`src/rtl/tick_sched_pkg.sv`:
```
// Shared types and default sizing for the tick scheduler.
package tick_sched_pkg;

  localparam int NUM_CH_DEF = 4;
  localparam int DIV_W_DEF  = 8;
  localparam int CH_W_DEF   = $clog2(NUM_CH_DEF);

  typedef enum logic {
    IDLE = 1'b0,
    RUN  = 1'b1
  } state_t;

  // One configuration request as carried by the handshake.
  typedef struct packed {
    logic [CH_W_DEF-1:0]  ch;
    logic [DIV_W_DEF-1:0] div;
    logic                 en;
  } cfg_t;

endpackage

```
`src/rtl/tick_chan.sv`:
```
// One tick channel: period counter, divide/enable registers, tick strobe and phase square wave.
module tick_chan #(
  parameter int DIV_W = 8
) (
  input  logic             clk,
  input  logic             reset,
  input  logic             count,
  input  logic             zero,
  input  logic             load,
  input  logic [DIV_W-1:0] ld_div,
  input  logic             ld_en,
  output logic             tick,
  output logic             phase,
  output logic             en,
  output logic             wrap
);

  logic [DIV_W-1:0] cnt;
  logic [DIV_W-1:0] div;

  // High on the edge that closes the current period.
  assign wrap = en && count && (cnt == div);

  always_ff @(posedge clk or negedge reset) begin
    if (!reset) begin
      cnt   <= '0;
      div   <= '0;
      en    <= 1'b0;
      tick  <= 1'b0;
      phase <= 1'b0;
    end else begin
      if (load) begin
        div <= ld_div;
        en  <= ld_en;
      end
      if (!count || zero) begin
        cnt   <= '0;
        tick  <= 1'b0;
        phase <= 1'b0;
      end else if (load) begin
        // A load on a running channel lands on its wrap: the closing tick still fires.
        cnt   <= '0;
        tick  <= wrap;
        phase <= ld_en & (phase ^ wrap);
      end else if (en) begin
        tick <= wrap;
        if (wrap) begin
          cnt   <= '0;
          phase <= ~phase;
        end else begin
          cnt <= cnt + DIV_W'(1);
        end
      end else begin
        cnt   <= '0;
        tick  <= 1'b0;
        phase <= 1'b0;
      end
    end
  end

endmodule

```
`src/rtl/tick_scheduler.sv`:
```
// Programmable tick/phase scheduler: run FSM, single-entry config shadow and per-channel apply.
// Optional sync_in realignment input is built when TICK_SCHED_SYNC_EN is defined.
module tick_scheduler
  import tick_sched_pkg::*;
#(
  parameter int NUM_CH = NUM_CH_DEF,
  parameter int DIV_W  = DIV_W_DEF
) (
  input  logic                      sys_clk,
  input  logic                      reset,
`ifdef TICK_SCHED_SYNC_EN
  input  logic                      sync_in,
`endif
  input  logic                      run,
  input  logic                      cfg_valid,
  output logic                      cfg_ready,
  input  logic [$clog2(NUM_CH)-1:0] cfg_ch,
  input  logic [DIV_W-1:0]          cfg_div,
  input  logic                      cfg_en,
  output logic [NUM_CH-1:0]         tick,
  output logic [NUM_CH-1:0]         phase,
  output logic                      running
);

  localparam int CH_W = $clog2(NUM_CH);

  state_t state;
  state_t state_nxt;

  logic              count;
  logic              zero;
  logic              apply;
  logic              sh_full;
  logic [CH_W-1:0]   sh_ch;
  logic [DIV_W-1:0]  sh_div;
  logic              sh_en;
  logic [NUM_CH-1:0] ch_en;
  logic [NUM_CH-1:0] ch_wrap;

  always_ff @(posedge sys_clk or negedge reset) begin
    if (!reset) state <= IDLE;
    else        state <= state_nxt;
  end

  always_comb begin
    state_nxt = state;
    case (state)
      IDLE:    if (run)  state_nxt = RUN;
      RUN:     if (!run) state_nxt = IDLE;
      default: state_nxt = IDLE;
    endcase
  end

  assign running = (state == RUN);
  // Channels advance only while in RUN with run still high; otherwise they are cleared.
  assign count   = (state == RUN) && run;

`ifdef TICK_SCHED_SYNC_EN
  logic sync_q;
  always_ff @(posedge sys_clk or negedge reset) begin
    if (!reset) sync_q <= 1'b0;
    else        sync_q <= sync_in;
  end
  assign zero = count && sync_in && !sync_q;
`else
  assign zero = 1'b0;
`endif

  // Handshake: a transfer happens on any edge where cfg_valid && cfg_ready; ready is
  // simply "shadow empty", so nothing is accepted on the edge that applies the shadow.
  assign cfg_ready = !sh_full;

  // Enabled, counting target waits for its own wrap; every other case applies at once.
  assign apply = sh_full && (!count || zero || !ch_en[sh_ch] || ch_wrap[sh_ch]);

  always_ff @(posedge sys_clk or negedge reset) begin
    if (!reset) begin
      sh_full <= 1'b0;
      sh_ch   <= '0;
      sh_div  <= '0;
      sh_en   <= 1'b0;
    end else if (apply) begin
      sh_full <= 1'b0;
    end else if (cfg_valid && !sh_full) begin
      sh_full <= 1'b1;
      sh_ch   <= cfg_ch;
      sh_div  <= cfg_div;
      sh_en   <= cfg_en;
    end
  end

  for (genvar i = 0; i < NUM_CH; i++) begin : g_ch
    tick_chan #(.DIV_W(DIV_W)) u_chan (
      .clk    (sys_clk),
      .reset  (reset),
      .count  (count),
      .zero   (zero),
      .load   (apply && (sh_ch == CH_W'(i))),
      .ld_div (sh_div),
      .ld_en  (sh_en),
      .tick   (tick[i]),
      .phase  (phase[i]),
      .en     (ch_en[i]),
      .wrap   (ch_wrap[i])
    );
  end

endmodule

```
`config.mk`:
```
export PLATFORM = sky130hd
export DESIGN_NAME = tick_scheduler
export DESIGN_NICKNAME = d
export VERILOG_FILES = /design/src/rtl/tick_sched_pkg.sv /design/src/rtl/tick_chan.sv /design/src/rtl/tick_scheduler.sv
export SDC_FILE = /design/constraint.sdc
export NUM_CORES = 1
export LEC_CHECK = 0
export ABC_CLOCK_PERIOD_IN_PS = 3000
export CAP_MARGIN = 20
export CORE_ASPECT_RATIO = 1.2
export CORE_MARGIN = 2
export CORE_UTILIZATION = 60
export CTS_BUF_LIST = sky130_fd_sc_hd__clkbuf_4
export CTS_CLUSTER_DIAMETER = 120
export DETAILED_ROUTE_END_ITERATION = 8
export MAX_ROUTING_LAYER = met4
export PLACE_DENSITY = 0.78
export RECOVER_POWER = 50
export SLEW_MARGIN = 20
export SYNTH_ARGS = -nofsm -noshare
export SYNTH_HDL_FRONTEND = slang
export SYNTH_SLANG_ARGS = --single-unit
```
`constraint.sdc`:
```
create_clock -name sys_clk -period 3 [get_ports sys_clk]
set_input_delay 0.9 -clock sys_clk [delete_from_list [all_inputs] [get_ports sys_clk]]
set_output_delay 0.9 -clock sys_clk [all_outputs]
set_load 0.005 [all_outputs]
```
Word-level counts from Yosys, hierarchy flattened

Cells that the tools add are included.

Add/subtract/negate cells: 4
$mul: 0
Div/mod/pow operators: 0
Order comparisons: 1
Eq/ne operators: 11
Shifts and indexed selects: 0
Muxes and demuxes: 51
Bitwise gates (word level): 13
Reduce and logical (&&, ||, !) cells: 23

Operators by type and width:

| operator                                                    | count |
|---|---|
| two-way mux 8 bit                                           | 16 |
| two-way mux 1 bit                                           | 33 |
| adder 8 x 1 -> 8 bit (second input constant)                | 4 |
| == test 8 bit                                               | 4 |
| logical AND 1 bit                                           | 15 |
| != test 4 x 3 -> 1 bit (second input constant)              | 3 |
| inverter 1 bit                                              | 5 |
| bitwise AND 1 bit                                           | 4 |
| binary-select mux 1 bit (select 2 bit)                      | 2 |
| == test 2 bit (second input constant)                       | 2 |
| != test 4 bit (second input constant)                       | 1 |
| XOR 1 bit                                                   | 4 |
| logical NOT 1 bit                                           | 3 |
| less-than comparator 2 x 3 -> 1 bit (second input constant) | 1 |
| == test 2 x 1 -> 1 bit (second input constant)              | 1 |
| logical NOT 2 bit                                           | 1 |
| logical OR 1 bit                                            | 2 |
| AND reduction 2 bit                                         | 1 |
| nonzero test 2 bit                                          | 1 |

Register bits after elaboration: 89
Bits in latches: 0
Memory bits (writable): 0
ROM bits: 0
Output and inout port bits: 10
Memories kept: 0

Longest topological paths before layout

Word-level depth: 10
Gate-level depth with buffers: 8
Gate-level depth less buffers: 6

Cells and area by module

Synthesis repeated with hierarchy kept, for this count alone.

Cell total of the unflattened synthesis: 343
Area, all modules: 4116.4 µm²

By module, submodules not included:

| module         | times used | cells each | area each (µm²) |
|---|---|---|---|
| tick_chan      | 4          | 74         | 865.8 |
| tick_scheduler | 1          | 47         | 653.1 |

Worst setup path before layout

No wires, ideal clock.

Path type: in2reg
Start point: in run
End point: reg g_ch[0].u_chan.div[0]
Setup time: 0.125 ns
Arrival: 3.051 ns
Required time: 2.875 ns
Setup slack: -0.176 ns
Cell stages on the path: 7
Path buffers: 1
Path through: and2_1 > buf_2 > nand3_1 > or4_1 > o221a_4 > a2111oi_4 > mux2_2

Word-level cells in the longest chain between the ends: 8
Elaborated cells on any way between the ends: 16
Classes of those cells: mux: 2; reduce/logical: 14

Ends and longest elaborated chain:

| item                                    | line                 | RTL |
|---|---|---|
| start, declared                         | tick_scheduler.sv:14 | `input logic run,` |
| logical AND 1 bit (*)                   | tick_scheduler.sv:56 | `assign count = (state == RUN) && run;` |
| logical AND 1 bit (2 in series)         | tick_chan.sv:22      | `assign wrap = en && count && (cnt == div);` |
| binary-select mux 1 bit (select 2 bit)  | tick_scheduler.sv:74 | `assign apply = sh_full && (!count \|\| zero \|\| !ch_en[sh_ch] \|\| ch_wrap[sh_ch]);` |
| two-way mux 1 bit (not written as such) | tick_scheduler.sv:74 |  |
| logical OR 1 bit (*)                    | tick_scheduler.sv:74 |  |
| logical AND 1 bit (*)                   | tick_scheduler.sv:74 |  |
| logical AND 1 bit (*)                   | tick_scheduler.sv:98 | `.load (apply && (sh_ch == CH_W'(i))),` |
| end signal, assigned                    | tick_chan.sv:33      | `div <= ld_div;` |
| end, declared                           | tick_chan.sv:19      | `logic [DIV_W-1:0] div;` |

Mark *: on every way between the ends. The rest lies on a longest branch, timed or not. The select of a mux whose other input is x is not followed.
A chain may end at the register's enable or synchronous reset.

Final worst setup path

Ends and elaborated chain as after synthesis.

==> impl_metrics.tcl <==
set metrics [dict create \
    postLayoutCellArea_mm2 0.00459 \
    placedCellCount 441 \
    r2r-end "g_ch[0].u_chan.div[0]$_DFFE_PN0P_" \
    drt_iter0_drc 144 \
    cts_buffers 9 \
    cp_max_fo 10 \
    drt-pass1-iter-count 4 \
    worst-path-buf-inv 2 \
    finish.utilization_pct 70.4 \
    rrSetupSlack_ns 0.45 \
    areaGrowthSynthToFinish_pct 12.5 \
    worstMarginPinSlew_ns 1.12 \
    hpwl_mm 5.47 \
    cp.arrival_ns 3.23 \
    drc 0 \
    antenna_found_initial 0 \
    synth_edf_count 0 \
    synthCells 333 \
    place_congestion 0.825 \
    grt_start_max_net_pins 48 \
    hp-start "g_ch[3].u_chan.div[2]$_DFFE_PN0P_" \
    ys_warn_count 0 \
    hold_viol 0 \
    cts-root-buf "clkbuf_4" \
    postCtsHoldBufs 0 \
    grt.overflow.total 0 \
    die_x_um 79.3 \
    min_to "g_ch[3].u_chan.div[2]$_DFFE_PN0P_" \
    clock_skew_ns 0.0151 \
    clkTransAtPathRegs_ns 0.12 \
    drt_wl_total_mm 7.72 \
    cts.htree.levels 3 \
    grt_util_all_layers_pct 24.3 \
    min_period_ns 2.93 \
    port_buffers 24 \
    via_per_inst 5.62 \
    dr_wl_met3_um 230 \
    leakagePower_nw 1.96 \
    slew_violations 0 \
    fillers 491 \
    top_layer "met4" \
    vias 2564 \
    fmax_mhz 341 \
    met1Wirelength_mm 3.44 \
    status "completed" \
    setup.worst_path.class "in2reg" \
    worstSkewPairLatency_ns 0.42 \
    worstPathCellList "clkdlybuf4s50_1 -> and2_4 -> nand3_2 -> or4_4 -> o221a_4 -> a2111oi_4 -> buf_6 -> mux2_2" \
    fp.dieH_um 94.4 \
    cp_slowest_cell "clkdlybuf4s50_1" \
    cts_sinks 89 \
    synth_seq_cells 89 \
    syn_area_mm2 0.00408 \
    timing.hold.ws_ns 0.546 \
    fin_cells 456 \
    yosys_most_used_dff "dfrtp_1" \
    rr_startpoint "g_ch[3].u_chan.cnt[0]$_DFF_PN0_" \
    drv_cap 0 \
    grt_pass1_wl_mm 13.2 \
    max_stage_delay_ns 0.47 \
    holdCritPathClass "reg2reg" \
    start_util_pct 62.6 \
    yosysSeqAreaShare_pct 54.6 \
    crit_required_ns 3.30 \
    power.density_mw_per_mm2 693 \
    period_share_pct 97.7 \
    die_area_mm2 0.00748 \
    cts_tree "done" \
    yosysUniqueCellTypes 29 \
    critPathCaptureType "register" \
    num_rows 32 \
    slew_headroom_pct 25.0 \
    layout.nets 387 \
    ir_drop_mv 0.459 \
    cp-start-kind "primary input" \
    insertedDiodeCount 0 \
    worst_r2r_path_depth 7 \
    setup_viol 0 \
    met2RoutedLength_mm 3.91 \
    wire_per_inst_um 16.9 \
    synth_fp_nets 352 \
    post_dp_cell_area_mm2 0.00447 \
    first_global_vias 2729 \
    drive_above_1_share_pct 23.5 \
    ant_nets 0 \
    ios 25 \
    core_area_mm2 0.00653 \
    avgSynthCellArea_um2 12.3 \
    holdPathStages 1 \
    synth_async_sr_flop_share_pct 100 \
    clockBufferDepth 2 \
    cpLargestDelayFamily "simple AND/OR/NAND/NOR gates" \
]
-- placed cells by master (no fill, tap or decap), types with 2 or more instances in the layout --
cell type,count
and3_1,7
buf_4,12
buf_6,2
clkbuf_2,2
clkbuf_4,10
clkdlybuf4s50_1,23
dfrtp_1,89
ha_1,4
inv_1,7
mux2_2,46
mux2i_1,4
nand2_1,8
nand3_1,35
nand3b_1,2
nand4_1,3
nor2_1,33
nor2b_1,2
nor3_1,2
or4_4,2
xnor2_1,36
xor2_1,24
-- metal layers --
metal | track usage [%] | vias to the layer above
li1 | - | 1199
met2 | 39.1 | 42
met4 | 9.77 | 0
met3 | 3.73 | 14
met1 | 31.2 | 1309
met5 | - | -
-- how the worst max path moves through the flow --
stage	startpoint	end	slack, ns	depth (start not counted)
final	run	g_ch[0].u_chan.div[0]$_DFFE_PN0P_	0.07	8
after global placement	run	g_ch[0].u_chan.div[2]$_DFFE_PN0P_	-0.38	8
after global routing	run	g_ch[0].u_chan.div[0]$_DFFE_PN0P_	-0.005	8
after CTS	run	g_ch[0].u_chan.div[0]$_DFFE_PN0P_	0.02	8
after floorplan	run	g_ch[0].u_chan.div[0]$_DFFE_PN0P_	-0.06	7
after detailed placement	run	g_ch[0].u_chan.div[0]$_DFFE_PN0P_	-0.43	8
-- cells by family (layout without fill, tap and decap cells) --
group / count (synthesis) / count (layout) / share of synthesized area, %
simple gates: 100 / 100 / 11.8
flops: 89 / 89 / 54.6
xor+xnor: 60 / 60 / 12.9
mux: 52 / 52 / 14.5
buf+inv: 22 / 60 / 2.82
compound gates: 6 / 6 / 2.24
fa+ha+maj: 4 / 4 / 1.23
-- where the power goes --
group	total (mW)	leakage [nW]	internal (mW)	switching [mW]
logic	0.772	0.755	0.486	0.285
clock network	0.618	0.0658	0.251	0.366
registers	1.80	1.14	1.49	0.306
-- sequential cells by signal, summed over array words and instances, names as in the netlist --
register and count:
sh_ch 2, sh_div 8, sh_full 1, g_ch.u_chan.en 4, running 1, sh_en 1
g_ch.u_chan.div 32, g_ch.u_chan.tick 4, g_ch.u_chan.cnt 32, g_ch.u_chan.phase 4
-- synthesized netlist by cell type (all sizes together), types with 3 or more instances --
library cell | instances | share of area [%]
nor2 | 33 | 3.0
mux2i | 4 | 0.98
and3 | 8 | 1.3
mux2 | 47 | 13
buf | 10 | 1.7
nand2 | 8 | 0.74
dfrtp | 89 | 55
nand3 | 36 | 4.4
xor2 | 24 | 5.1
ha | 4 | 1.2
clkbuf | 5 | 0.46
inv | 7 | 0.64
xnor2 | 36 | 7.7
nand4 | 3 | 0.46
-- timing repair --
item                                    in CTS  in global routing
buffers inserted                             0                  1
gates resized for setup                      0                  4
endpoints found under the setup margin       0                 36
hold endpoints to repair                     0                  0
-- final cells by class --
class | instances | area, um2 | area share [%]
clock inverter | 4 | 46.3 | 1.01
clock buffer | 10 | 75.1 | 1.63
inverter | 7 | 26.3 | 0.572
timing repair buffer | 39 | 353 | 7.68
sequential | 89 | 2230 | 48.5
tap | 85 | 106 | 2.31
multi-input combinational | 222 | 1760 | 38.3
-- metrics by stage --
step | worst slack [ns] | setup TNS, ns | power, mW
floorplan | -0.0638 | -0.522 | 2.32
finish | 0.0691 | 0 | 3.19
global placement | -0.384 | -14.22 | 2.53
global route | -0.00519 | -0.00890 | 3.38
CTS | 0.0194 | 0 | 3.21
detailed placement | -0.430 | -15.72 | 2.59
No activity file was read; power rests on OpenSTA's default activity.
